==> src/rtl/mem_pkg.sv <==
// Shared definitions for the memory access sequencer: funct3 encodings
// for the load/store widths and the sequencer state type.
package mem_pkg;

    // Store widths (instruction[14:12] of S-type instructions)
    localparam logic [2:0] FUNCT3_SB  = 3'b000;
    localparam logic [2:0] FUNCT3_SH  = 3'b001;
    localparam logic [2:0] FUNCT3_SW  = 3'b010;
    localparam logic [2:0] FUNCT3_SD  = 3'b011;

    // Load widths; the signed loads share their encodings with the stores
    localparam logic [2:0] FUNCT3_LB  = 3'b000;
    localparam logic [2:0] FUNCT3_LH  = 3'b001;
    localparam logic [2:0] FUNCT3_LW  = 3'b010;
    localparam logic [2:0] FUNCT3_LBU = 3'b100;
    localparam logic [2:0] FUNCT3_LHU = 3'b101;
    localparam logic [2:0] FUNCT3_LWU = 3'b110;

    typedef enum logic [1:0] {
        IDLE    = 2'd0,
        RD_WAIT = 2'd1,
        WRITE   = 2'd2,
        DONE    = 2'd3
    } mem_state_t;

endpackage

==> src/rtl/load_extend.sv <==
// Pure combinational load extender: narrows the raw doubleword to the
// access width selected by funct3 and sign- or zero-extends it back.
module load_extend
    import mem_pkg::*;
#(
    parameter int XLEN = 64
) (
    input  logic [2:0]      funct3_i,
    input  logic [XLEN-1:0] raw_i,
    output logic [XLEN-1:0] ext_o
);

    // Width/signedness select; 011 and 111 leave the doubleword untouched
    always_comb begin
        ext_o = raw_i;
        case (funct3_i)
            FUNCT3_LB:  ext_o = {{(XLEN-8){raw_i[7]}},   raw_i[7:0]};
            FUNCT3_LH:  ext_o = {{(XLEN-16){raw_i[15]}}, raw_i[15:0]};
            FUNCT3_LW:  ext_o = {{(XLEN-32){raw_i[31]}}, raw_i[31:0]};
            FUNCT3_LBU: ext_o = {{(XLEN-8){1'b0}},       raw_i[7:0]};
            FUNCT3_LHU: ext_o = {{(XLEN-16){1'b0}},      raw_i[15:0]};
            FUNCT3_LWU: ext_o = {{(XLEN-32){1'b0}},      raw_i[31:0]};
            default:    ext_o = raw_i;
        endcase
    end

endmodule

==> src/rtl/store_size_merge.sv <==
// Size-merge stage: overlays the low bytes of the store operand onto the
// previous doubleword. Merging is always into the low lanes; any other
// funct3 passes the full store operand through.
module store_size_merge
    import mem_pkg::*;
#(
    parameter int XLEN = 64
) (
    input  logic [2:0]      funct3_i,
    input  logic [XLEN-1:0] old_data_i,
    input  logic [XLEN-1:0] store_data_i,
    output logic [XLEN-1:0] merged_o
);

    // Pick how many low bytes of the new value replace the old doubleword
    always_comb begin
        merged_o = store_data_i;
        case (funct3_i)
            FUNCT3_SB: merged_o = {old_data_i[XLEN-1:8],  store_data_i[7:0]};
            FUNCT3_SH: merged_o = {old_data_i[XLEN-1:16], store_data_i[15:0]};
            FUNCT3_SW: merged_o = {old_data_i[XLEN-1:32], store_data_i[31:0]};
            default:   merged_o = store_data_i;
        endcase
    end

endmodule

==> src/rtl/mem_access_seq.sv <==
// Memory access sequencer between the control unit and the 64-bit data
// memory. Loads read one doubleword and extend it; sub-doubleword stores
// read-modify-write; sd writes directly.
//
// Handshake: a request transfers on a rising edge where req_valid and
// req_ready are both high. req_ready is high only in IDLE and depends on
// state alone; req_valid seen while busy is dropped, never queued. All
// request fields are latched at the transfer edge.
//
// MEM_LAT must lie in 1..15 so the initial count fits the 4-bit counter.
module mem_access_seq
    import mem_pkg::*;
#(
    parameter int MEM_LAT = 2,
    parameter int XLEN    = 64
) (
    input  logic            clk,
    input  logic            reset,
    input  logic            req_valid,
    output logic            req_ready,
    input  logic            req_is_store,
    input  logic [31:0]     instruction,
    input  logic [XLEN-1:0] addr,
    input  logic [XLEN-1:0] store_data,
    output logic [XLEN-1:0] mem_addr,
    output logic            mem_wr,
    output logic [XLEN-1:0] mem_wdata,
    input  logic [XLEN-1:0] mem_rdata,
    output logic [XLEN-1:0] load_data,
    output logic            done,
    output logic            busy
);

    localparam logic [3:0] CNT_INIT = 4'(MEM_LAT - 1);

    mem_state_t      state_q, state_d;
    logic [3:0]      cnt_q, cnt_d;
    logic            is_store_q, is_store_d;
    logic [2:0]      f3_q, f3_d;
    logic [XLEN-1:0] addr_q, addr_d;
    logic [XLEN-1:0] sd_q, sd_d;
    logic [XLEN-1:0] wdata_q, wdata_d;
    logic [XLEN-1:0] ld_q, ld_d;

    logic [XLEN-1:0] merged;
    logic [XLEN-1:0] extended;
    logic [2:0]      req_f3;
    logic            req_sub_store;
    logic            unused_instr;

    assign req_f3        = instruction[14:12];
    assign req_sub_store = (req_f3 == FUNCT3_SB) || (req_f3 == FUNCT3_SH) ||
                           (req_f3 == FUNCT3_SW);
    assign unused_instr  = ^{instruction[31:15], instruction[11:0]};

    // Old-data operand of the merge is the doubleword arriving from memory
    store_size_merge #(.XLEN(XLEN)) u_merge (
        .funct3_i     (f3_q),
        .old_data_i   (mem_rdata),
        .store_data_i (sd_q),
        .merged_o     (merged)
    );

    load_extend #(.XLEN(XLEN)) u_extend (
        .funct3_i (f3_q),
        .raw_i    (mem_rdata),
        .ext_o    (extended)
    );

    // Next-state logic: accept in IDLE, count out the read latency, capture
    always_comb begin
        state_d    = state_q;
        cnt_d      = cnt_q;
        is_store_d = is_store_q;
        f3_d       = f3_q;
        addr_d     = addr_q;
        sd_d       = sd_q;
        wdata_d    = wdata_q;
        ld_d       = ld_q;
        case (state_q)
            IDLE: begin
                if (req_valid) begin
                    is_store_d = req_is_store;
                    f3_d       = req_f3;
                    addr_d     = addr;
                    sd_d       = store_data;
                    if (!req_is_store || req_sub_store) begin
                        state_d = RD_WAIT;
                        cnt_d   = CNT_INIT;
                    end else begin
                        state_d = WRITE;
                        wdata_d = store_data;
                    end
                end
            end
            RD_WAIT: begin
                if (cnt_q == 4'd0) begin
                    if (is_store_q) begin
                        wdata_d = merged;
                        state_d = WRITE;
                    end else begin
                        ld_d    = extended;
                        state_d = DONE;
                    end
                end else begin
                    cnt_d = cnt_q - 4'd1;
                end
            end
            WRITE:   state_d = DONE;
            DONE:    state_d = IDLE;
            default: state_d = IDLE;
        endcase
    end

    // State and datapath registers; reset clears everything from any state
    always_ff @(posedge clk or posedge reset) begin
        if (reset) begin
            state_q    <= IDLE;
            cnt_q      <= 4'd0;
            is_store_q <= 1'b0;
            f3_q       <= 3'd0;
            addr_q     <= '0;
            sd_q       <= '0;
            wdata_q    <= '0;
            ld_q       <= '0;
        end else begin
            state_q    <= state_d;
            cnt_q      <= cnt_d;
            is_store_q <= is_store_d;
            f3_q       <= f3_d;
            addr_q     <= addr_d;
            sd_q       <= sd_d;
            wdata_q    <= wdata_d;
            ld_q       <= ld_d;
        end
    end

    // Strobes decode straight from state so reset kills a write at once
    assign req_ready = (state_q == IDLE);
    assign busy      = (state_q != IDLE);
    assign mem_wr    = (state_q == WRITE);
    assign done      = (state_q == DONE);
    assign mem_addr  = addr_q;
    assign mem_wdata = wdata_q;
    assign load_data = ld_q;

endmodule
==> config.mk <==
export PLATFORM = sky130hd
export DESIGN_NAME = mem_access_seq
export DESIGN_NICKNAME = d
export VERILOG_FILES = /design/src/rtl/mem_pkg.sv /design/src/rtl/load_extend.sv /design/src/rtl/store_size_merge.sv /design/src/rtl/mem_access_seq.sv
export SDC_FILE = /design/constraint.sdc
export NUM_CORES = 1
export LEC_CHECK = 0
export ABC_AREA = 1
export BUFFER_PORTS_ARGS = -buffer_cell sky130_fd_sc_hd__buf_2
export CAP_MARGIN = 10
export CORE_AREA = 2 2 180 164
export CTS_CLUSTER_SIZE = 40
export DETAILED_ROUTE_END_ITERATION = 6
export DIE_AREA = 0 0 182 166
export GPL_ROUTABILITY_DRIVEN = 1
export PLACE_DENSITY_LB_ADDON = 0.2
export RECOVER_POWER = 100
export SKIP_LAST_GASP = 1
export SYNTH_ARGS = -nofsm -noshare
export SYNTH_HDL_FRONTEND = slang
export SYNTH_SLANG_ARGS = --single-unit
==> constraint.sdc <==
create_clock -name clk -period 16.7 [get_ports clk]
set_clock_uncertainty 0.05 [all_clocks]
set_input_delay 0.835 -clock clk [delete_from_list [all_inputs] [get_ports clk]]
set_output_delay 0.835 -clock clk [all_outputs]
set_load 0.05 [all_outputs]
# Word-level counts from Yosys, hierarchy flattened
# Cells that the tools add are included.
# W data, S select, Z words.
classes:
  addsub: 1
  n_eq_ne: 16
  muxes: 16
  n_bitwise: 1
  n_reduce_logical: 15
op_table:
  columns: ["operator", "n"]
  rows:
  - ["$pmux W64 S6", 1]
  - ["$mux W64", 4]
  - ["$pmux W64 S3", 1]
  - ["$pmux W64 S2", 1]
  - ["$mux W4", 3]
  - ["$ne A2 B2 Y1 const B", 5]
  - ["$eq A3 B3 Y1 const B", 3]
  - ["$pmux W2 S4", 1]
  - ["$pmux W4 S2", 1]
  - ["$eq A3 B1 Y1 const B", 2]
  - ["$eq A3 B2 Y1 const B", 2]
  - ["$logic_not A3 Y1", 2]
  - ["$mux W2", 3]
  - ["$reduce_and A5 Y1", 1]
  - ["$eq A2 B2 Y1 const B", 2]
  - ["$logic_not A4 Y1", 1]
  - ["$reduce_and A2 Y1", 2]
  - ["$reduce_and A4 Y1", 1]
  - ["$reduce_bool A2 Y1", 2]
  - ["$sub A4 B1 Y4 const B", 1]
  - ["$logic_or A1 B1 Y1", 3]
  - ["$reduce_and A3 Y1", 1]
  - ["$eq A2 B1 Y1 const B", 1]
  - ["$logic_not A2 Y1", 1]
  - ["other kinds (4)", 4]
totals:
  regBits: 266
  out_inout_bits: 196
  wordCells: 57

# Depth between registers and ports, before layout
# Gate-level depths: netlist (run 1).
logic_depth:
  ltp_word: 7
  depth_mapped: 13

# Hierarchy
# From an unflattened synthesis (run 1), not the netlist that was laid out.
hier_totals:
  cells_unflattened: 1537
  hier_area_um2: 13043.8
by_module_without_submodules:
  columns: ["module", "n_inst", "cells_each", "area_each_um2"]
  rows:
  - ["mem_access_seq", 1, 1187, 11222.0]
  - ["store_size_merge", 1, 195, 989.7]
  - ["load_extend", 1, 155, 832.0]

# Worst setup path before layout (run 1)
# Ideal clock, no wire load.
synth_timing:
  kind: "register to register"
  from: "register state_q[0]"
  to: "register wdata_q[38], in the netlist mem_wdata[38]"
  t_arrival_ns: 2.134
  t_required_ns: 16.532
  path_slack_ns: 14.399
  path_stages_with_launch: 11
  path_buffers: 1
  path_cell_list: "dfrtp_1 > inv_1 > ha_1 > inv_2 > nand2_1 > nand2_1 > nor2_2 > nand3_2 > clkbuf_1 > nand2_1 > nand2_1"
synth_via:
  elab_chain_cells: 3
synth_lines:
  columns: ["element", "line_no", "source"]
  rows:
  - ["start, declared", "mem_access_seq.sv:36", "mem_state_t state_q, state_d;"]
  - ["start signal, assigned", "mem_access_seq.sv:127", "state_q <= state_d;"]
  - ["$logic_not A2 Y1 (*)", null, null]
  - ["via req_ready", "mem_access_seq.sv:20", "output logic req_ready,"]
  - ["$ne A2 B2 Y1 (no line) or $reduce_bool A2 Y1 (tied branches)", null, null]
  - ["$reduce_and A5 Y1 (no line)", null, null]
  - ["end signal, assigned", "mem_access_seq.sv:133", "wdata_q <= wdata_d;"]
  - ["end, declared", "mem_access_seq.sv:42", "logic [XLEN-1:0] wdata_q, wdata_d;"]
# Mark *: on every way through the listed nets, which the timed path passes. The rest lies on a longest branch.
# A chain may end at the register's enable or synchronous reset.

==> results.json, run 1 <==
{
  "status": "finished with violations",
  "violations": "capacitance limit, slew limit",
  "cts_sinks": 266,
  "cp.arrival_ns": 8.19,
  "cts_root_buf": "clkbuf_16",
  "die_width_um": 182,
  "drtAntennaViolNets": 0,
  "syn_nets": 1734,
  "hold_path_class": "register to register",
  "hold_violations": 0,
  "cts_resized": 0,
  "place_area_mm2": 0.0147,
  "p_total_mw": 3.94,
  "netlist_instances": 1500,
  "initial_core_util_pct": 44.1,
  "power_density_mw_per_mm2": 256,
  "row_count": 59,
  "routed_wl_um": 36500,
  "vdd_drop_max_v": 0.000167,
  "grt_pass1_wl_um": 58200,
  "ys_seq_area_share_pct": 53.0,
  "synth_largest_area_cell": "dfrtp_1",
  "drv_cap": 10,
  "nets": 2083,
  "timing.rr.start": "state_q[1]$_DFFE_PP0P_",
  "grt_overflow": 0,
  "rsz0062_at_grt": "false",
  "grt_max_degree": 127,
  "max_slew.worst_pin.slew_ns": 5.49,
  "post_cts_buffers": 0,
  "drtIter0Drc": 744,
  "reg2reg_to": "load_data[33]$_DFFE_PP0P_",
  "final_cells": 2242,
  "setup_viol": 0,
  "final_common_cell": "nand2_1",
  "die_area_mm2": 0.0302,
  "first_global_vias": 10696,
  "cp-startpoint": "reset",
  "ys_types": 28,
  "yosysWarnings": 0,
  "clock_latency_ns": 0.55,
  "start_kind": "primary input",
  "cp_max_fo": 126,
  "max_slew_margin_pct": -268,
  "dpl.cell_count": 2181,
  "dpl.hpwl_um": 24000,
  "wl_per_cell_um": 16.3,
  "clk_pin_slew_worst_paths_ns": 0.06,
  "dr.pass1.iters": 7,
  "drive_gt1_share_pct": 18.3,
  "crit_end": "load_data[53]$_DFFE_PP0P_",
  "io-pin-count": 424,
  "routed_via_density": 4.93,
  "r2r_slack_ns": 9.63,
  "antenna_found_initial": 5,
  "nFillCells": 2779,
  "slew_violations": 692,
  "clock_path_buffers": 3,
  "yosys_register_bits": 266,
  "fp.dieH_um": 166,
  "track_usage_pct": 23.7,
  "layout_common_cells": "609 x nand2_1, 266 x dfrtp_1, 215 x clkbuf_1, 198 x buf_2, 119 x inv_1",
  "final.setup.tns_ns": 0,
  "io_buffer_count": 394,
  "cellLeakagePower_nw": 8.14,
  "r2r_cells": 8,
  "end_kind": "asynchronous set/reset pin",
  "htree_levels": 1,
  "worstSetupPathType": "primary input to asynchronous set/reset pin",
  "route.vias.total": 11063,
  "crit_required_ns": 17.18,
  "area_growth_pct": 22.4,
  "coreArea_mm2": 0.0285,
  "period_needed_ns": 7.71,
  "fin_area_mm2": 0.0154,
  "cts-hold-fix-buffers": 0,
  "multi_input_area_mm2": 0.00500,
  "place_congestion": 0.838,
  "synth.avg_cell_area_um2": 8.37,
  "synth.top_cell.area_share_pct": 53.0,
  "ff_latch_area_mm2": 0.00666,
  "syn_area_mm2": 0.0126,
  "numCtsBuffers": 30,
  "cts_tree": "yes",
  "fin_crit_sh_pct": 46.1,
  "worstHoldStart": "mem_wdata[46]$_DFFE_PP0P_",
  "drc": 0,
  "synthTopCellsByArea": "dfrtp_1 53%, nand2_1 18%, mux2_2 7.4%, inv_1 3.6%, nand3_1 2.5%",
  "fmax_mhz": 130,
  "hold_ws_ns": 0.426
}
state kept, by name, indices dropped and copies added, names as in the netlist:
| name | flops |
|---|---|
| load_data | 64 |
| sd_q | 64 |
| f3_q | 3 |
| cnt_q | 4 |
| mem_wdata | 64 |
| mem_addr | 64 |
| is_store_q | 1 |
| state_q | 2 |
worst max-delay path, stage by stage:
cell        delay [ns]
buf_2             0.10
clkinvlp_2        3.04
clkbuf_1          2.92
buf_4             1.04
cells in the mapped netlist, drive strengths merged:
| master | n |
|---|---|
| clkinv | 1 |
| nand3b | 32 |
| inv | 124 |
| ha | 6 |
| clkbuf | 34 |
| nor2 | 85 |
| nor3 | 1 |
| a21oi | 41 |
| mux2 | 82 |
| nand3 | 65 |
| xnor2 | 1 |
| dfrtp | 266 |
| nand2 | 612 |
| buf | 56 |
| a21boi | 16 |
| or2 | 1 |
| nand4 | 33 |
| o21ai | 44 |
final cells by class:
type,instances,share of cell area (%)
Antenna cell,5,0.0814
Sequential cell,266,43.3
Timing Repair Buffer,407,11.8
Clock inverter,5,0.358
Multi-Input combinational cell,1019,32.5
Clock buffer,49,5.88
Inverter,125,3.06
Tap cell,366,2.98
power by group:
part,switching [mW],total [mW],internal (mW)
clock network,0.262,0.643,0.381
logic,1.64,2.15,0.517
registers,0.172,1.14,0.971
how the worst min path moves through the flow:
stage          slack [ns]  cells past startpoint                   endpoint
4_1_cts              0.40                      3   load_data[6]$_DFFE_PP0P_
6_report             0.43                      2  mem_wdata[46]$_DFFE_PP0P_
2_1_floorplan        0.40                      2        sd_q[0]$_DFFE_PP0P_
3_5_place_dp         0.41                      2  mem_wdata[51]$_DFFE_PP0P_
3_3_place_gp         0.41                      2   load_data[3]$_DFFE_PP0P_
5_1_grt              0.43                      3   load_data[1]$_DFFE_PP0P_
metal layers:
layer  part of all wire [%]  GRT usage (%)
met1                     43           31.4
met2                     47           39.4
met3                    7.2           4.98
met4                    3.1           7.15
met5                      0              0
through the flow:
step	worst slack, ns	util [%]
floorplan	8.49	-
global placement	13.03	51.5
detailed placement	13.01	51.5
CTS	13.40	54.9
global route	7.45	54.0
finish	8.99	54.0
logic make-up after synthesis:
| logic type | Yosys count | share of synthesized area [%] |
|---|---|---|
| fa+ha+maj | 6 | 0.598 |
| simple gates | 829 | 27.4 |
| compound gates | 101 | 4.34 |
| flops | 266 | 53.0 |
| xor+xnor | 1 | 0.0697 |
| buf+inv | 215 | 7.25 |
| mux | 82 | 7.35 |
Power figures use the tool's default switching activity.
==> inputs of run 2 (changes only) <==
==> constraint.sdc (replaced) <==
create_clock -name clk -period 6.3 [get_ports clk]
set_clock_uncertainty 0.05 [all_clocks]
set_input_delay 0.315 -clock clk [delete_from_list [all_inputs] [get_ports clk]]
set_output_delay 0.315 -clock clk [all_outputs]
set_load 0.05 [all_outputs]
==> run 2 against run 1 <==
Net effect:
- the run ends with DRC, capacitance limit, slew limit left
- die area unchanged
- critical path type is now register to register
- via count up 5.4%
- sequential power increased to 2.7 times the previous value
- hold slack got worse by 0.40 ns
- largest power group unchanged
- power rose to 2.7 times the previous value
- highest routed layer unchanged
- register-to-register slack lost 7.7 ns
- largest cell class unchanged
- critical endpoint is now mem_addr[0]$_DFFE_PP0P_
- global-route usage up 1.3 points
==> results.json, run 2 (same netlist as run 1, synthesis figures left out) <==
{
  "worstSetupPathType": "register to register",
  "clock_path_buffers": 3,
  "fin_crit_sh_pct": 69.2,
  "hold_path_class": "primary input to register",
  "crit_path_top_delay_cell": "clkbuf_1",
  "dr.pass1.iters": 7,
  "io_buffer_count": 394,
  "setup_ws_ns": 1.94,
  "preCtsSetupSlack_ns": 2.92,
  "hold_violations": 0,
  "initial_core_util_pct": 44.1,
  "dpl.hpwl_um": 23700,
  "cpLargestDelayFamily": "buffers and inverters",
  "drtIter0Drc": 774,
  "vdd_drop_max_v": 0.000429,
  "routed_via_density": 4.91,
  "crit_required_ns": 6.67,
  "layout_common_cells": "608 x nand2_1, 266 x dfrtp_1, 211 x clkbuf_1, 198 x buf_2, 139 x dlygate4sd3_1",
  "numCtsBuffers": 30,
  "cts_sinks": 266,
  "wl_per_cell_um": 16.1,
  "drtAntennaViolNets": 0,
  "place_congestion": 0.841,
  "power_density_mw_per_mm2": 625,
  "ff_latch_area_mm2": 0.00666,
  "setup_viol": 0,
  "multi_input_area_mm2": 0.00501,
  "fmax_mhz": 230,
  "violations": "DRC, capacitance limit, slew limit",
  "grt_overflow": 0,
  "nFillCells": 2684,
  "fp.dieH_um": 166,
  "r2r_slack_ns": 1.94,
  "route.vias.total": 11662,
  "clk_pin_slew_worst_paths_ns": 0.06,
  "cts_root_buf": "clkbuf_16",
  "drive_gt1_share_pct": 16.9,
  "start_kind": "register",
  "die_width_um": 182,
  "fin_area_mm2": 0.0167,
  "area_growth_pct": 33.0,
  "drc": 2,
  "cp_num_buf_inv": 2,
  "track_usage_pct": 25.1,
  "cp.arrival_ns": 4.73,
  "cp_max_fo": 96,
  "final.setup.tns_ns": 0,
  "r2r_cells": 5,
  "grt_pass1_wl_um": 61400,
  "routed_wl_um": 38300,
  "rsz0062_at_grt": "false",
  "place_area_mm2": 0.0147,
  "cts_tree": "yes",
  "clock_latency_ns": 0.55,
  "hold_ws_ns": 0.0230,
  "crit_end": "mem_addr[0]$_DFFE_PP0P_",
  "coreArea_mm2": 0.0285,
  "final_common_cell": "nand2_1",
  "cp.depth": 5,
  "cellLeakagePower_nw": 8.70,
  "timing.rr.start": "state_q[0]$_DFFE_PP0P_",
  "slew_violations": 231,
  "max_slew.worst_pin.slew_ns": 3.13,
  "nets": 2221,
  "antenna_found_initial": 4,
  "reg2reg_to": "mem_addr[0]$_DFFE_PP0P_",
  "drv_cap": 6,
  "crit_chain": "inv_1 > ha_1 > nand2_4 > clkbuf_1 > mux2_2",
  "period_needed_ns": 4.36,
  "first_global_vias": 11522,
  "end_kind": "register",
  "status": "finished with violations",
  "row_count": 59,
  "htree_levels": 1,
  "cp-startpoint": "state_q[0]$_DFFE_PP0P_",
  "die_area_mm2": 0.0302,
  "cp_slowest_stage_delay_ns": 1.94,
  "io-pin-count": 424,
  "grt_max_degree": 170,
  "max_slew_margin_pct": -109
}
## run 2: changes by cell type in the layout (fill, tap and decap cells not counted), sizes merged
| cell | previous run | this run |
|---|---|---|
| dlygate4sd3 | 0 | 139 |
| clkbuf | 252 | 244 |
| buf | 204 | 206 |
| clkinvlp | 3 | 1 |
| clkinv | 4 | 5 |
| diode | 5 | 4 |
| inv | 122 | 123 |
## run 2: layer usage
layer  track usage [%]  share of wire (%)  routed length (um)
met5                 0                  0                   0
met4              7.71                3.1                1180
met3              5.15                7.0                2670
met2              42.0                 47               18100
met1              32.8                 43               16400
## run 2: power by group
part | switching, mW | leakage (nW) | total (mW) | internal (mW)
sequential | 0.460 | 3.16 | 3.03 | 2.57
combinational | 4.39 | 5.10 | 5.78 | 1.39
clock | 0.682 | 0.439 | 1.64 | 0.955
## run 2: how the worst min path moves through the flow
| stage | startpoint | endpoint | slack (ns) | cells past startpoint |
|---|---|---|---|---|
| finish | store_data[55] | sd_q[55]$_DFFE_PP0P_ | 0.02 | 3 |
| global route | store_data[55] | sd_q[55]$_DFFE_PP0P_ | 0.03 | 3 |
| CTS | store_data[34] | sd_q[34]$_DFFE_PP0P_ | 0.004 | 3 |
| detailed placement | reset | mem_addr[17]$_DFFE_PP0P_ | 0.38 | 2 |
| global placement | reset | mem_addr[33]$_DFFE_PP0P_ | 0.37 | 2 |
| floorplan | mem_rdata[0] | load_data[0]$_DFFE_PP0P_ | 0.37 | 2 |
## run 2: layout make-up
type                    instances  area share, %
multi-input cells            1019           30.0
flip-flops and latches        266           39.9
clock buffers                  44           5.06
repair buffers                545           19.2
diodes                          4         0.0599
clock inverters                 5          0.300
well taps                     366           2.74
inverters                     125           2.82
## run 2: repair_timing
item / 4_1_cts / 5_1_grt
hold endpoints to repair: 166 / 0
gates resized for setup: 0 / 0
setup buffers: 0 / 0
hold buffers: 139 / 0
## run 2: worst register-to-register path: cells and delay by family (launching register included)
family	cells	cell delay (ns)
fa+ha+maj	1	0.32
mux	1	0.50
buf+inv	2	2.09
flops	1	0.44
simple gates	1	0.84
## run 2: through the flow
stage | util [%] | std cells | total power, mW
floorplan | - | 1500 | 7.50
global placement | 51.6 | 2182 | 8.80
detailed placement | 51.6 | 2182 | 8.90
CTS | 59.6 | 2370 | 10.7
global route | 58.6 | 2374 | 11.1
finish | 58.6 | 2374 | 10.4
==> inputs of run 3 (changes only) <==
==> constraint.sdc (replaced) <==
create_clock -name clk -period 3.8 [get_ports clk]
set_clock_uncertainty 0.05 [all_clocks]
set_input_delay 0.19 -clock clk [delete_from_list [all_inputs] [get_ports clk]]
set_output_delay 0.19 -clock clk [all_outputs]
set_load 0.05 [all_outputs]
==> run 3 against run 2 <==
Net effect:
- the flow now finishes without violations
- critical path depth is the same
- power up 68%
- via count grew 3.6%
- core utilization is 2.6 points higher
- clock power rose by 76%
- critical path type unchanged
- largest cell class unchanged
- non-clock buffer count up 64
- setup slack got worse by 1.2 ns
- maximum frequency up 43%
- die area unchanged
==> results.json, run 3 (same netlist as run 1, synthesis figures left out) <==
{
  "drc": 0,
  "antenna_found_initial": 2,
  "p_total_mw": 17.6,
  "drv_cap": 0,
  "cp_num_buf_inv": 2,
  "place_area_mm2": 0.0148,
  "fin_area_mm2": 0.0174,
  "max_slew.worst_pin.slew_ns": 1.34,
  "fmax_mhz": 328,
  "row_count": 59,
  "setup_viol": 0,
  "routed_wl_um": 40000,
  "final_common_cell": "nand2_1",
  "route.vias.total": 12080,
  "worstSetupPathType": "register to register",
  "cellLeakagePower_nw": 9.03,
  "layout_common_cells": "608 x nand2_1, 266 x dfrtp_1, 206 x clkbuf_1, 198 x buf_2, 194 x dlygate4sd3_1",
  "initial_core_util_pct": 44.1,
  "dr.pass1.iters": 5,
  "clock_path_buffers": 3,
  "utilization_pct": 61.2,
  "cts_resized": 0,
  "cp.depth": 5,
  "nFillCells": 2505,
  "fp.dieH_um": 166,
  "hold_depth": 5,
  "final.setup.tns_ns": 0,
  "cp_max_fo": 58,
  "place_congestion": 0.841,
  "clk_pin_slew_worst_paths_ns": 0.06,
  "cts_tree": "yes",
  "dpl.hpwl_um": 24400,
  "cpLargestDelayFamily": "buffers and inverters",
  "first_global_vias": 12248,
  "grt_overflow": 0,
  "end_kind": "register",
  "r2r_cells": 5,
  "crit_chain": "inv_1 > ha_1 > nand2_4 > clkbuf_2 > mux2_2",
  "cts_sinks": 266,
  "max_slew_margin_pct": 10.4,
  "cts_root_buf": "clkbuf_16",
  "io-pin-count": 424,
  "nets": 2285,
  "die_area_mm2": 0.0302,
  "die_width_um": 182,
  "drive_gt1_share_pct": 17.4,
  "clock_latency_ns": 0.55,
  "wl_per_cell_um": 16.4,
  "coreArea_mm2": 0.0285,
  "period_needed_ns": 3.05,
  "power_density_mw_per_mm2": 1010,
  "area_growth_pct": 38.8,
  "cp.arrival_ns": 3.43,
  "hold_violations": 0,
  "drtAntennaViolNets": 0,
  "io_buffer_count": 394,
  "drtIter0Drc": 640,
  "slew_violations": 0,
  "fin_crit_sh_pct": 80.3,
  "start_kind": "register",
  "numCtsBuffers": 30,
  "grt_pass1_wl_um": 64300,
  "crit_path_top_delay_cell": "clkbuf_2",
  "routed_via_density": 4.95,
  "hold_path_class": "primary input to register",
  "status": "complete, no violations",
  "rsz0062_at_grt": "false",
  "crit_required_ns": 4.18,
  "grt_max_degree": 92,
  "cp_slowest_stage_delay_ns": 1.00,
  "htree_levels": 1,
  "vdd_drop_max_v": 0.000777,
  "track_usage_pct": 26.2
}
run 3: changes by cell type in the layout (fill, tap and decap cells not counted), sizes merged:
cell         delta
diode           -2
dlygate4sd3    +55
clkinvlp        +1
buf             +8
clkbuf          +4
run 3: area by class of cell:
| cell class | count | area, um2 | area share, % |
|---|---|---|---|
| diodes | 2 | 5.00 | 0.0287 |
| inverters | 125 | 470 | 2.70 |
| flip-flops and latches | 266 | 6660 | 38.2 |
| clock buffers | 47 | 916 | 5.25 |
| well taps | 366 | 458 | 2.63 |
| multi-input cells | 1019 | 5010 | 28.7 |
| repair buffers | 609 | 3860 | 22.1 |
| clock inverters | 6 | 57.6 | 0.330 |
run 3: worst paths after layout:
check	start	end	slack [ns]
min reg2reg	load_data[8]$_DFFE_PP0P_	load_data[8]$_DFFE_PP0P_	0.42
max	state_q[0]$_DFFE_PP0P_	mem_addr[3]$_DFFE_PP0P_	0.75
max reg2reg	state_q[0]$_DFFE_PP0P_	mem_addr[3]$_DFFE_PP0P_	0.75
min in group asynchronous	reset	mem_wdata[23]$_DFFE_PP0P_	0.25
min	mem_rdata[10]	load_data[10]$_DFFE_PP0P_	0.01
max in group asynchronous	reset	mem_addr[3]$_DFFE_PP0P_	1.68
run 3: report_power, final:
group | switching, mW | total, mW | leakage [nW] | internal (mW)
logic | 7.33 | 9.65 | 5.39 | 2.32
registers | 0.783 | 5.05 | 3.16 | 4.26
clock network | 1.18 | 2.88 | 0.479 | 1.70
total | 9.29 | 17.6 | 9.03 | 8.29
run 3: layer usage:
metal | track usage [%] | up-vias | wire (um)
li1 | - | 5792 | -
met1 | 33.5 | 5693 | 16400
met2 | 44.9 | 512 | 19400
met3 | 5.29 | 83 | 3010
met5 | 0 | - | 0
met4 | 8.35 | 0 | 1190
run 3: stage by stage:
stage                     hold WS [ns]  setup WS [ns]  instances
after global routing            0.0466          0.524       2440
after global placement           0.167           1.22       2190
final                           0.0134          0.747       2440
after floorplan                  0.250         0.0485       1500
after CTS                      0.00315           1.15       2437
after detailed placement         0.166           1.18       2190
run 3: repair_timing:
item | in CTS | in global routing
buffers inserted | 0 | 0
hold endpoints to repair | 270 | 0
hold buffers | 194 | 0
run 3: worst min-delay path: stages:
cell	delay, ns
buf_2	0.10
inv_1	0.09
o21ai_0	0.10
nand2_1	0.06
nand2_1	0.04
